## config.mk

```make
export PLATFORM = sky130hd
export DESIGN_NAME = fetch_sequencer
export DESIGN_NICKNAME = d
export VERILOG_FILES = /design/src/rtl/fetch_sequencer.sv
export SDC_FILE = /design/constraint.sdc
export NUM_CORES = 1
export LEC_CHECK = 0
export BUFFER_PORTS_ARGS = -buffer_cell sky130_fd_sc_hd__buf_2
export CORE_MARGIN = 3
export CORE_UTILIZATION = 43
export CTS_CLUSTER_DIAMETER = 100
export CTS_CLUSTER_SIZE = 20
export DETAILED_ROUTE_END_ITERATION = 8
export HOLD_SLACK_MARGIN = 0.06
export PLACE_DENSITY = 0.77
export SLEW_MARGIN = 20
export SYNTH_ARGS = -nofsm -noshare
export SYNTH_HDL_FRONTEND = slang
export SYNTH_SLANG_ARGS = --single-unit
```

## constraint.sdc

```tcl
create_clock -name clk -period 2.8 [get_ports clk]
set_input_delay 0.28 -clock clk [delete_from_list [all_inputs] [get_ports clk]]
set_output_delay 0.28 -clock clk [all_outputs]
set_load 0.01 [all_outputs]
```

## src/rtl/fetch_sequencer.sv

```systemverilog
// Fetch / next-PC controller for the RV32I core. It owns the PC, fetches over an
// imem req/ack handshake and selects the next PC once the held instruction leaves EXEC.
//
// state | meaning
// IDLE  | one cycle after reset, before the first fetch
// FETCH | imem_req high at pc; waits for imem_ack or a timeout
// EXEC  | instr valid for the datapath; holds while stall is high
// HALT  | terminal stop (SYSTEM, misaligned target, imem timeout); only rst leaves
module fetch_sequencer #(
   parameter logic [31:0] RESET_PC = 32'h0000_0000,
   parameter int          TIMEOUT  = 16
) (
   input  logic        clk,
   input  logic        rst,
   output logic        imem_req,
   output logic [31:0] imem_addr,
   input  logic        imem_ack,
   input  logic [31:0] imem_rdata,
   output logic [31:0] pc,
   output logic [31:0] instr,
   output logic        instr_valid,
   input  logic        stall,
   input  logic        br_taken,
   input  logic [31:0] sb_target,
   input  logic [31:0] uj_target,
   input  logic [31:0] jalr_target,
   output logic [31:0] retire_cnt,
   output logic        halted,
   output logic [1:0]  err
);

   localparam int             CW       = (TIMEOUT > 1) ? $clog2(TIMEOUT) : 1;
   localparam logic [CW-1:0]  CTR_LAST = CW'(TIMEOUT - 1);

   localparam logic [6:0] OP_SYSTEM = 7'b1110011;
   localparam logic [6:0] OP_JAL    = 7'b1101111;
   localparam logic [6:0] OP_JALR   = 7'b1100111;
   localparam logic [6:0] OP_BRANCH = 7'b1100011;

   localparam logic [1:0] ERR_NONE    = 2'd0;
   localparam logic [1:0] ERR_MISALGN = 2'd1;
   localparam logic [1:0] ERR_TIMEOUT = 2'd2;

   typedef enum logic [1:0] {IDLE, FETCH, EXEC, HALT} state_t;

   state_t        state, state_nxt;
   logic [CW-1:0] ctr;
   logic [31:0]   npc;
   logic          is_sys;
   logic          misal;
   logic          ctr_done;
   logic          unused_bits;

   assign unused_bits = ^{jalr_target[0], instr[31:7]};
   assign ctr_done    = (ctr == CTR_LAST);
   assign misal       = (npc[1:0] != 2'b00);
   assign imem_addr   = pc;

   always_comb begin
      npc    = pc + 32'd4;
      is_sys = 1'b0;
      case (instr[6:0])
         OP_SYSTEM: is_sys = 1'b1;
         OP_JAL:    npc    = uj_target;
         OP_JALR:   npc    = {jalr_target[31:1], 1'b0};
         OP_BRANCH: if (br_taken) npc = sb_target;
         default:   ;
      endcase
   end

   always_ff @(posedge clk or posedge rst) begin
      if (rst) state <= IDLE;
      else     state <= state_nxt;
   end

   always_comb begin
      state_nxt = state;
      case (state)
         IDLE:  state_nxt = FETCH;
         FETCH: begin
            if (imem_ack)      state_nxt = EXEC;
            else if (ctr_done) state_nxt = HALT;
         end
         EXEC: begin
            if (!stall) state_nxt = (is_sys || misal) ? HALT : FETCH;
         end
         HALT:    state_nxt = HALT;
         default: state_nxt = IDLE;
      endcase
   end

   always_comb begin
      imem_req    = (state == FETCH);
      instr_valid = (state == EXEC);
      halted      = (state == HALT);
   end

   always_ff @(posedge clk or posedge rst) begin
      if (rst) begin
         pc         <= RESET_PC;
         instr      <= 32'd0;
         retire_cnt <= 32'd0;
         err        <= ERR_NONE;
         ctr        <= '0;
      end else begin
         case (state)
            FETCH: begin
               if (imem_ack) begin
                  instr <= imem_rdata;
                  ctr   <= '0;
               end else if (ctr_done) begin
                  err <= ERR_TIMEOUT;
               end else begin
                  ctr <= ctr + CW'(1);
               end
            end
            EXEC: begin
               // SYSTEM retires but leaves pc; a misaligned target neither moves nor retires
               if (!stall) begin
                  if (is_sys) begin
                     retire_cnt <= retire_cnt + 32'd1;
                     err        <= ERR_NONE;
                  end else if (misal) begin
                     err <= ERR_MISALGN;
                  end else begin
                     pc         <= npc;
                     retire_cnt <= retire_cnt + 32'd1;
                  end
               end
            end
            default: ctr <= '0;
         endcase
      end
   end

endmodule
```

==> flow_summary.yaml, run 1 <==
run_status:
  status: "completed"
synthesis:
  avgSynthCellArea_um2: 9.97
  synth-edff-count: 0
  ys_async_sr_fraction_pct: 100
  synth_fa_ha_area_share_pct: 0.641
  synth_mux_area_share_pct: 11.4
  synth_compound_area_share_pct: 14.8
  synth.distinct_cells: 59
  synth-seq-area-share_pct: 44.5
  synth-main-ff-cell: "dfrtp_1"
  syn_nets: 723
  syn_area_um2: 5850
  ys_seq_elements: 104
  synth_cells: 587
  yosys.area_share.xor_xnor_pct: 4.64
  synthSimpleGateAreaFrac_pct: 16.4
  synth_top_family_by_area: "simple AND/OR/NAND/NOR gates"
  synth.yosys.warnings: 0
floorplan:
  fp-row-count: 41
  die-area_um2: 15000
  dieWidth_um: 123
  core_um2: 13000
  dieHeight_um: 123
  start_util_pct: 45.1
  ios: 266
final_layout:
  fin_cells: 990
  layout.nets: 949
  num-fill-cells: 1182
  fin_util_pct: 57.2
  diodes: 0
  area_growth_pct: 26.9
  stdcell_area_um2: 7430
  drive_gt1_share_pct: 42.8
grt:
  grt_max_degree: 105
  grt_remaining_overflow: 0
  grt_pass1_wl_mm: 25.4
  antenna_found_initial: 1
  grt_use_total_pct: 21.4
  grt_pass1_vias: 5015
sta:
  hold_viol_final: 0
  relSlewSlack_pct: 60.0
  grt_setup_unrepaired: "false"
  hold_ws_ns: 0.0853
  setup_viol: 0
  setup_slack_ns: 0.292
  tightest_slew_ns: 0.593
  max_clock_freq_mhz: 399
  fin_crit_ns: 2.51
  slew_violations: 0
  clock_skew_ns: 0.00861
  fin_crit_sh_pct: 89.6
  final.setup.tns_ns: 0
drt:
  drc_errors: 0
  vias_per_cell: 5.35
  drt_iter0_markers: 298
  vias: 5298
  wl_mm: 16.4
  wl_per_cell_um: 16.6
  first_pass_iters: 7
  ant_nets: 0
power_and_ir_drop:
  ir_drop_mv: 0.572
  power.leakage_nw: 3.64
  powerDensity_nw_per_um2: 723
  power_mw: 5.37
critical_path:
  cpLargestDelayFamily: "simple AND/OR/NAND/NOR gates"
  crit_type: "reg2reg"
  cp_max_fo: 34
  start_kind: "flip-flop"
  cpMostUsedCell: "o21ai_1"
  cp.arrival_ns: 2.73
  slowest_stage: "or3_2"
  cp_slowest_stage_delay_ns: 0.73
  cp_num_buf_inv: 2
  crit_required_ns: 3.02
  crit_path_cell_trace: "inv_1 > a211oi_4 > o2bb2ai_2 > or3_2 > buf_12 > o21ai_1 > o21ai_1"
  cp-end-kind: "flip-flop"
hold_path:
  hold_class: "in2async"
clocking:
  cts_resized: 0
  cts.htree.levels: 3
  clkTransAtPathRegs_ns: 0.07
  hold_buffers: 0
  cts_buffers: 9
  cts.sink_count: 104
  clock_latency_ns: 0.35
  cts_tree: "built"
  clock-root-buffer: "clkbuf_16"
  cts_setup_buffers: 0
  clock_path_buffers: 2
placed_design:
  globalplace.congestion: 0.812
  place_inst: 974
  port-buffer-count: 264
  place_ws_ns: 0.287
  place_area_um2: 7130
  hpwl_mm: 12.1
run:
  drv_cap: 0
metal layers:
layer  wire, um  share of wire (%)  up-vias  global-route usage [%]
met1       7030                 43     2526                    28.6
met3       1070                6.5       17                    5.16
li1           -                  -     2559                       -
met2       8110                 49      194                    35.1
met5          7              0.043        -                       0
met4        176                1.1        2                    5.39
synth_stat cells, types with 8 or more instances:
| library cell | instances | area (um^2) |
|---|---|---|
| nand4_1 | 10 | 62.6 |
| nor2_1 | 32 | 120 |
| buf_2 | 11 | 55.1 |
| mux2_2 | 44 | 495 |
| nand2_1 | 45 | 169 |
| a221oi_1 | 10 | 87.6 |
| o21ai_1 | 37 | 185 |
| a21oi_1 | 19 | 95.1 |
| dfrtp_1 | 104 | 2600 |
| mux2i_1 | 17 | 170 |
| buf_4 | 34 | 255 |
| and3_1 | 21 | 131 |
| o21ai_0 | 22 | 110 |
| xnor2_1 | 29 | 254 |
| nand3_1 | 30 | 150 |
| inv_1 | 11 | 41.3 |
| and4_1 | 8 | 70.1 |
layout make-up:
| class | instances | area, um^2 | area share, % |
|---|---|---|---|
| inverter | 11 | 45.0 | 0.606 |
| tap | 172 | 215 | 2.90 |
| clock inverter | 6 | 75.1 | 1.01 |
| clock buffer | 10 | 229 | 3.08 |
| multi-input combinational | 410 | 2820 | 37.9 |
| sequential | 104 | 2600 | 35.0 |
| timing repair buffer | 277 | 1440 | 19.4 |
cells by family (layout without fill, tap and decap cells):
| kind of cell | Yosys count | after routing |
|---|---|---|
| AOI/OAI and AO/OA | 133 | 133 |
| xor gates and xnor gates | 31 | 31 |
| adders and majority gates | 3 | 3 |
| buffers and inverters | 73 | 304 |
| DFF | 104 | 104 |
| muxes | 61 | 61 |
| and+or+nand+nor | 182 | 182 |
worst min-delay path, delay by kind of cell:
family	cells	cell delay, ns
buffers and inverters	3	0.60
worst paths after layout:
| check | from | endpoint | slack (ns) | depth (start not counted) |
|---|---|---|---|---|
| hold reg to reg | retire_cnt[31] | retire_cnt[31] | 0.48 | 1 |
| min in group clk | imem_ack | state[0] | 0.15 | 2 |
| hold / removal | rst | retire_cnt[5] | 0.09 | 3 |
| max in group asynchronous | rst | instr[3] | 2.28 | 3 |
| setup / recovery | instr[2] | imem_addr[12] | 0.29 | 7 |
| setup reg to reg | instr[2] | imem_addr[12] | 0.29 | 7 |
layout by cell type (no fill, tap or decap), drive strengths merged, types with 6 or more instances in the layout:
cell / n
o21ai: 59
nand3: 31
nor2: 33
a31oi: 6
nand4: 11
clkbuf: 10
inv: 13
mux2: 44
and4: 8
o2bb2ai: 7
xnor2: 29
and3: 21
dfrtp: 104
buf: 277
a221oi: 10
mux2i: 17
nand2: 46
nor3: 7
a21oi: 20
sequential cells by signal, summed over array words and instances, names as in the netlist:
name	flops
ctr	4
state	2
retire_cnt	32
err	2
instr	32
imem_addr	32
power by group:
part	switching [mW]	internal [mW]
sequential	0.341	1.85
combinational	0.966	0.920
clock	0.583	0.708
total	1.89	3.48
No activity file was read; power rests on OpenSTA's default activity.
==> run 2: changes to the inputs <==
- BUFFER_PORTS_ARGS: -buffer_cell sky130_fd_sc_hd__buf_2 -> -buffer_cell sky130_fd_sc_hd__buf_4
==> run 2 against run 1 <==
  * Clock-buffer cell count stayed put
  * Critical endpoint is now imem_addr[14]
  * Combinational power rose by 16%
  * Clock power is essentially flat
  * Maximum frequency up 4.9%
  * Routed wire length grew 6.4%
  * Flip-flop and latch count stayed put
  * Worst hold slack better by 0.074 ns
  * Via count increased by 2.6%
==> flow_summary.yaml, run 2 (same netlist as run 1, synthesis figures left out) <==
critical_path:
  cp_max_fo: 37
  start_kind: "flip-flop"
  cp-end-kind: "flip-flop"
  crit_end: "imem_addr[14]"
  crit_type: "reg2reg"
  cp.arrival_ns: 2.61
  crit_required_ns: 3.02
  worstReg2RegStart: "instr[5]"
  crit_start: "instr[5]"
  reg2reg_to: "imem_addr[14]"
  reg2reg_depth: 7
  r2r_slack_ns: 0.41
floorplan:
  dieWidth_um: 123
  fp-row-count: 41
  start_util_pct: 45.1
  core_um2: 13000
  dieHeight_um: 123
  die-area_um2: 15000
  ios: 266
grt:
  grt_pass1_wl_mm: 27.1
  grt_pass1_vias: 5354
  grt_use_total_pct: 22.8
  antenna_found_initial: 0
  grt_remaining_overflow: 0
  grt_max_degree: 47
clocking:
  cts_resized: 0
  hold_buffers: 1
  cts_buffers: 9
  cts.htree.levels: 3
  clkTransAtPathRegs_ns: 0.08
  clock_latency_ns: 0.35
  clock-root-buffer: "clkbuf_16"
  cts_tree: "built"
  cts.sink_count: 104
  clock_path_buffers: 2
  cts_setup_buffers: 0
sta:
  setup_viol: 0
  fin_crit_sh_pct: 85.4
  hold_ws_ns: 0.159
  slew_violations: 0
  max_clock_freq_mhz: 418
  clock_skew_ns: 0.00968
  tightest_slew_ns: 0.564
  hold_viol_final: 0
  relSlewSlack_pct: 62.3
  grt_setup_unrepaired: "false"
  final.setup.tns_ns: 0
  fin_crit_ns: 2.39
run_status:
  status: "completed"
power_and_ir_drop:
  p_comb_share_pct: 38.6
  power.leakage_nw: 3.80
  p_sw_mw: 1.93
  seq_power_share_pct: 38.8
  ir_drop_mv: 0.577
  p_clk_share_pct: 22.6
  power_mw: 5.69
  p_sw_share_pct: 34.0
  powerDensity_nw_per_um2: 702
  p_int_mw: 3.76
final_layout:
  diodes: 0
  layout.nets: 951
  layout_commonest_cell: "buf_4"
  drive_gt1_share_pct: 42.8
  stdcell_area_um2: 8110
  fin_util_pct: 62.5
  num-fill-cells: 1106
  area_growth_pct: 38.5
  layout_common_cells: "buf_4 (276), dfrtp_1 (103), nand2_1 (45)"
placed_design:
  place_area_um2: 7790
  hpwl_mm: 13.3
  globalplace.congestion: 0.860
  port-buffer-count: 264
drt:
  vias: 5434
  wl_mm: 17.4
  first_pass_iters: 5
  drt_iter0_markers: 372
  drc_errors: 0
  vias_per_cell: 5.48
  ant_nets: 0
  wl_per_cell_um: 17.6
run:
  drv_cap: 0
hold_path:
  hold_class: "in2reg"
run 2: changes by cell type in the layout (fill, tap and decap cells not counted), sizes merged:
cell	delta
buf	+1
inv	-1
clkinv	+2
clkinvlp	-1
dlygate4sd3	+1
run 2: how the worst min path moves through the flow:
stage / cells after the start / end / startpoint
after floorplan: 1 / state[0] / imem_ack
after global placement: 2 / retire_cnt[27] / rst
after detailed placement: 2 / retire_cnt[27] / rst
after CTS: 2 / state[0] / imem_ack
after global routing: 2 / instr[15] / imem_rdata[15]
final: 2 / instr[21] / imem_rdata[21]
run 2: final cells by class:
class / instances / area, um^2 / share of cell area [%]
Clock buffer: 10 / 229 / 2.82
Clock inverter: 6 / 76.3 / 0.941
Inverter: 11 / 45.0 / 0.555
Multi-Input combinational cell: 410 / 2820 / 34.7
Sequential cell: 104 / 2600 / 32.1
Tap cell: 172 / 215 / 2.65
Timing Repair Buffer: 279 / 2120 / 26.2
run 2: worst max-delay path, stage by stage, from the launching register on:
cell and delay [ns]:
dfrtp_1 0.39, nand4_2 0.24, a211oi_4 0.30, o2bb2ai_2 0.16, or3_2 0.69, buf_12 0.25, o21ai_1 0.13, o21ai_1 0.09
run 2: power groups by stage:
stage | combinational (mW) | sequential (mW) | clock, mW
6_report | 2.20 | 2.21 | 1.28
5_1_grt | 2.38 | 2.26 | 1.39
4_1_cts | 2.22 | 2.21 | 1.32
3_3_place_gp | 2.17 | 2.20 | 0
2_1_floorplan | 1.11 | 2.31 | 0
3_5_place_dp | 2.22 | 2.23 | 0
run 2: per-layer routing:
layer  vias up  track usage [%]  wire, um
li1       2559                -         -
met1      2651             28.7      7120
met3        32             4.98      1030
met4         0             8.82       460
met2       192             38.3      8840
met5         -                0         0
run 2: metrics by stage:
stage                     worst slack (ns)  instances
after floorplan                      0.830        587
after global placement               0.463        975
after detailed placement             0.401        975
after CTS                            0.386        992
after global routing                 0.249        992
final                                0.409        992
==> run 3: changes to the inputs <==
- ABC_AREA: unset -> 1
- CORE_UTILIZATION: 43 -> 45
- GPL_TIMING_DRIVEN: unset -> 0
==> run 3 against run 2 <==
  * Clock power barely moved
  * Via count rose by 42%
  * Maximum frequency rose by 15%
  * Synthesized cell count rose by 74%
  * Largest power group unchanged
  * Synthesized area rose by 19%
  * Sequential share of layout area fell by 4.8 points
==> flow_summary.yaml, run 3 <==
run_status:
  status: "completed"
sta:
  clock_skew_ns: 0.0119
  fin_crit_ns: 2.08
  setup_slack_ns: 0.715
  grt_setup_unrepaired: "false"
  hold_ws_ns: 0.145
  setup_viol: 0
  hold_viol_final: 0
  relSlewSlack_pct: 56.6
  final.setup.tns_ns: 0
  max_clock_freq_mhz: 480
  slew_violations: 0
  tightest_slew_ns: 0.651
  fin_crit_sh_pct: 74.5
drt:
  wl_per_cell_um: 15.8
  vias_per_cell: 5.17
  vias: 7697
  first_pass_iters: 5
  drc_errors: 0
  wl_mm: 23.6
  drt_iter0_markers: 522
  ant_nets: 0
placed_design:
  globalplace.congestion: 0.932
  place_inst: 1472
  hpwl_mm: 18.5
  place_ws_ns: 0.789
  port-buffer-count: 263
synthesis:
  synth-seq-area-share_pct: 37.4
  netlist.area_leader.share_pct: 37.4
  synth_area_leaders: "dfrtp_1 (37%), nand2_1 (22%), nand3_1 (10%), mux2_2 (5.0%), nor2_1 (4.8%)"
  synth.yosys.warnings: 0
  synth-edff-count: 0
  avgSynthCellArea_um2: 6.80
  synth.distinct_cells: 28
  synth_area_leader_cell: "dfrtp_1"
  synth_cells: 1022
  ys_async_sr_fraction_pct: 100
  synth-main-ff-cell: "dfrtp_1"
  syn_area_um2: 6950
  ys_seq_elements: 104
  yosysMostFrequentCell: "nand2_1"
  ys_top_cells_by_count: "nand2_1 (411), nand3_1 (141), dfrtp_1 (104), nor2_1 (88), inv_1 (67)"
  syn_nets: 1158
final_layout:
  area_growth_pct: 37.2
  fin_cells: 1489
  layout.nets: 1436
  drive_gt1_share_pct: 29.0
  layout_common_cells: "nand2_1 (411), buf_4 (295), nand3_1 (141)"
  diodes: 0
  num-fill-cells: 1366
  layout_commonest_cell: "nand2_1"
critical_path:
  cpMostUsedCell: "nand2_1"
  crit_cells: 9
  reg2reg_depth: 9
  cp.arrival_ns: 2.39
  crit_end: "imem_addr[25]"
  crit_required_ns: 3.11
  worstReg2RegStart: "instr[6]"
  crit_start: "instr[6]"
  cp_num_buf_inv: 2
  cp-end-kind: "flip-flop"
  cpLargestDelayFamily: "simple AND/OR/NAND/NOR gates"
  cp_slowest_stage_delay_ns: 0.49
  slowest_stage: "clkbuf_1"
  crit_type: "reg2reg"
  crit_path_cell_trace: "nand2_1 > nor2_4 > nand2_1 > inv_1 > clkbuf_1 > nand3_1 > nand3_1 > nand2_1 > nand2_1"
  r2r_slack_ns: 0.72
  start_kind: "flip-flop"
  cp_max_fo: 10
  reg2reg_to: "imem_addr[25]"
floorplan:
  ios: 266
  start_util_pct: 46.9
  fp-row-count: 44
  die-area_um2: 17000
  dieHeight_um: 130
  dieWidth_um: 130
  core_um2: 14800
power_and_ir_drop:
  power.leakage_nw: 5.10
  powerDensity_nw_per_um2: 347
  power_mw: 3.31
  ir_drop_mv: 0.336
grt:
  grt_pass1_vias: 7035
  antenna_found_initial: 0
  grt_pass1_wl_mm: 35.9
  grt_remaining_overflow: 0
  grt_use_total_pct: 27.0
  grt_max_degree: 34
clocking:
  cts.htree.levels: 3
  clkTransAtPathRegs_ns: 0.08
  cts_buffers: 9
  cts_setup_buffers: 0
  clock_path_buffers: 2
  clock_latency_ns: 0.36
  clock-root-buffer: "clkbuf_16"
  cts_tree: "built"
  cts.sink_count: 104
hold_path:
  hold_class: "in2reg"
run:
  drv_cap: 0
[run 3: cell types whose count changed after synthesis, sizes merged, moves of 23 or more]
cell,previous run,this run
nand2,46,414
nand3,31,141
nor2,33,94
inv,11,71
o21ai,59,11
xnor2,29,6
[run 3: timing repair]
| item | CTS | global route |
|---|---|---|
| hold endpoints to repair | 21 | 0 |
| hold buffers | 1 | 0 |
| resized for setup | 0 | 0 |
[run 3: cells by family after synthesis]
logic type | share of synthesized area (%)
and+or+nand+nor | 41.7
buffers and inverters | 9.54
AOI/OAI and AO/OA | 3.02
xor gates and xnor gates | 2.77
muxes | 5.02
DFF | 37.4
adders and majority gates | 0.540
[run 3: per-stage QoR]
| step | utilization (%) | instance area (um^2) |
|---|---|---|
| after detailed placement | 62.3 | 9230 |
| final | 64.4 | 9540 |
| after global routing | 64.4 | 9540 |
| after floorplan | - | 6960 |
| after CTS | 64.4 | 9540 |
| after global placement | 61.9 | 9160 |
[run 3: layout make-up]
type / instances / area [um^2] / share of cell area [%]
plain buffers: 65 / 397 / 4.16
clock buffers: 9 / 225 / 2.36
clock inverters: 7 / 77.6 / 0.813
inverters: 71 / 270 / 2.83
multi-input cells: 782 / 3690 / 38.6
flip-flops and latches: 104 / 2600 / 27.3
well taps: 184 / 230 / 2.41
repair buffers: 267 / 2050 / 21.5
[run 3: report_power, final]
group	switching, mW	internal (mW)	leakage [nW]	total (mW)
clock	0.674	0.641	0.147	1.31
sequential	0.0343	1.56	1.38	1.59
combinational	0.167	0.236	3.57	0.403
[run 3: per-layer routing]
layer	up-vias	global-route usage [%]	share of wire, %	wire length [um]
met3	39	6.30	8.0	1880
met2	290	45.6	48	11400
met4	0	9.47	2.6	604
met5	-	0	0	0
li1	3781	-	-	-
met1	3587	33.9	41	9700
[run 3: how the worst min path moves through the flow]
stage          cells past startpoint           start             to
2_1_floorplan                      1  imem_rdata[26]      instr[26]
3_3_place_gp                       2          err[0]         err[0]
3_5_place_dp                       2             rst  imem_addr[27]
4_1_cts                            2  imem_rdata[29]      instr[29]
5_1_grt                            2  imem_rdata[13]      instr[13]
6_report                           2  imem_rdata[29]      instr[29]
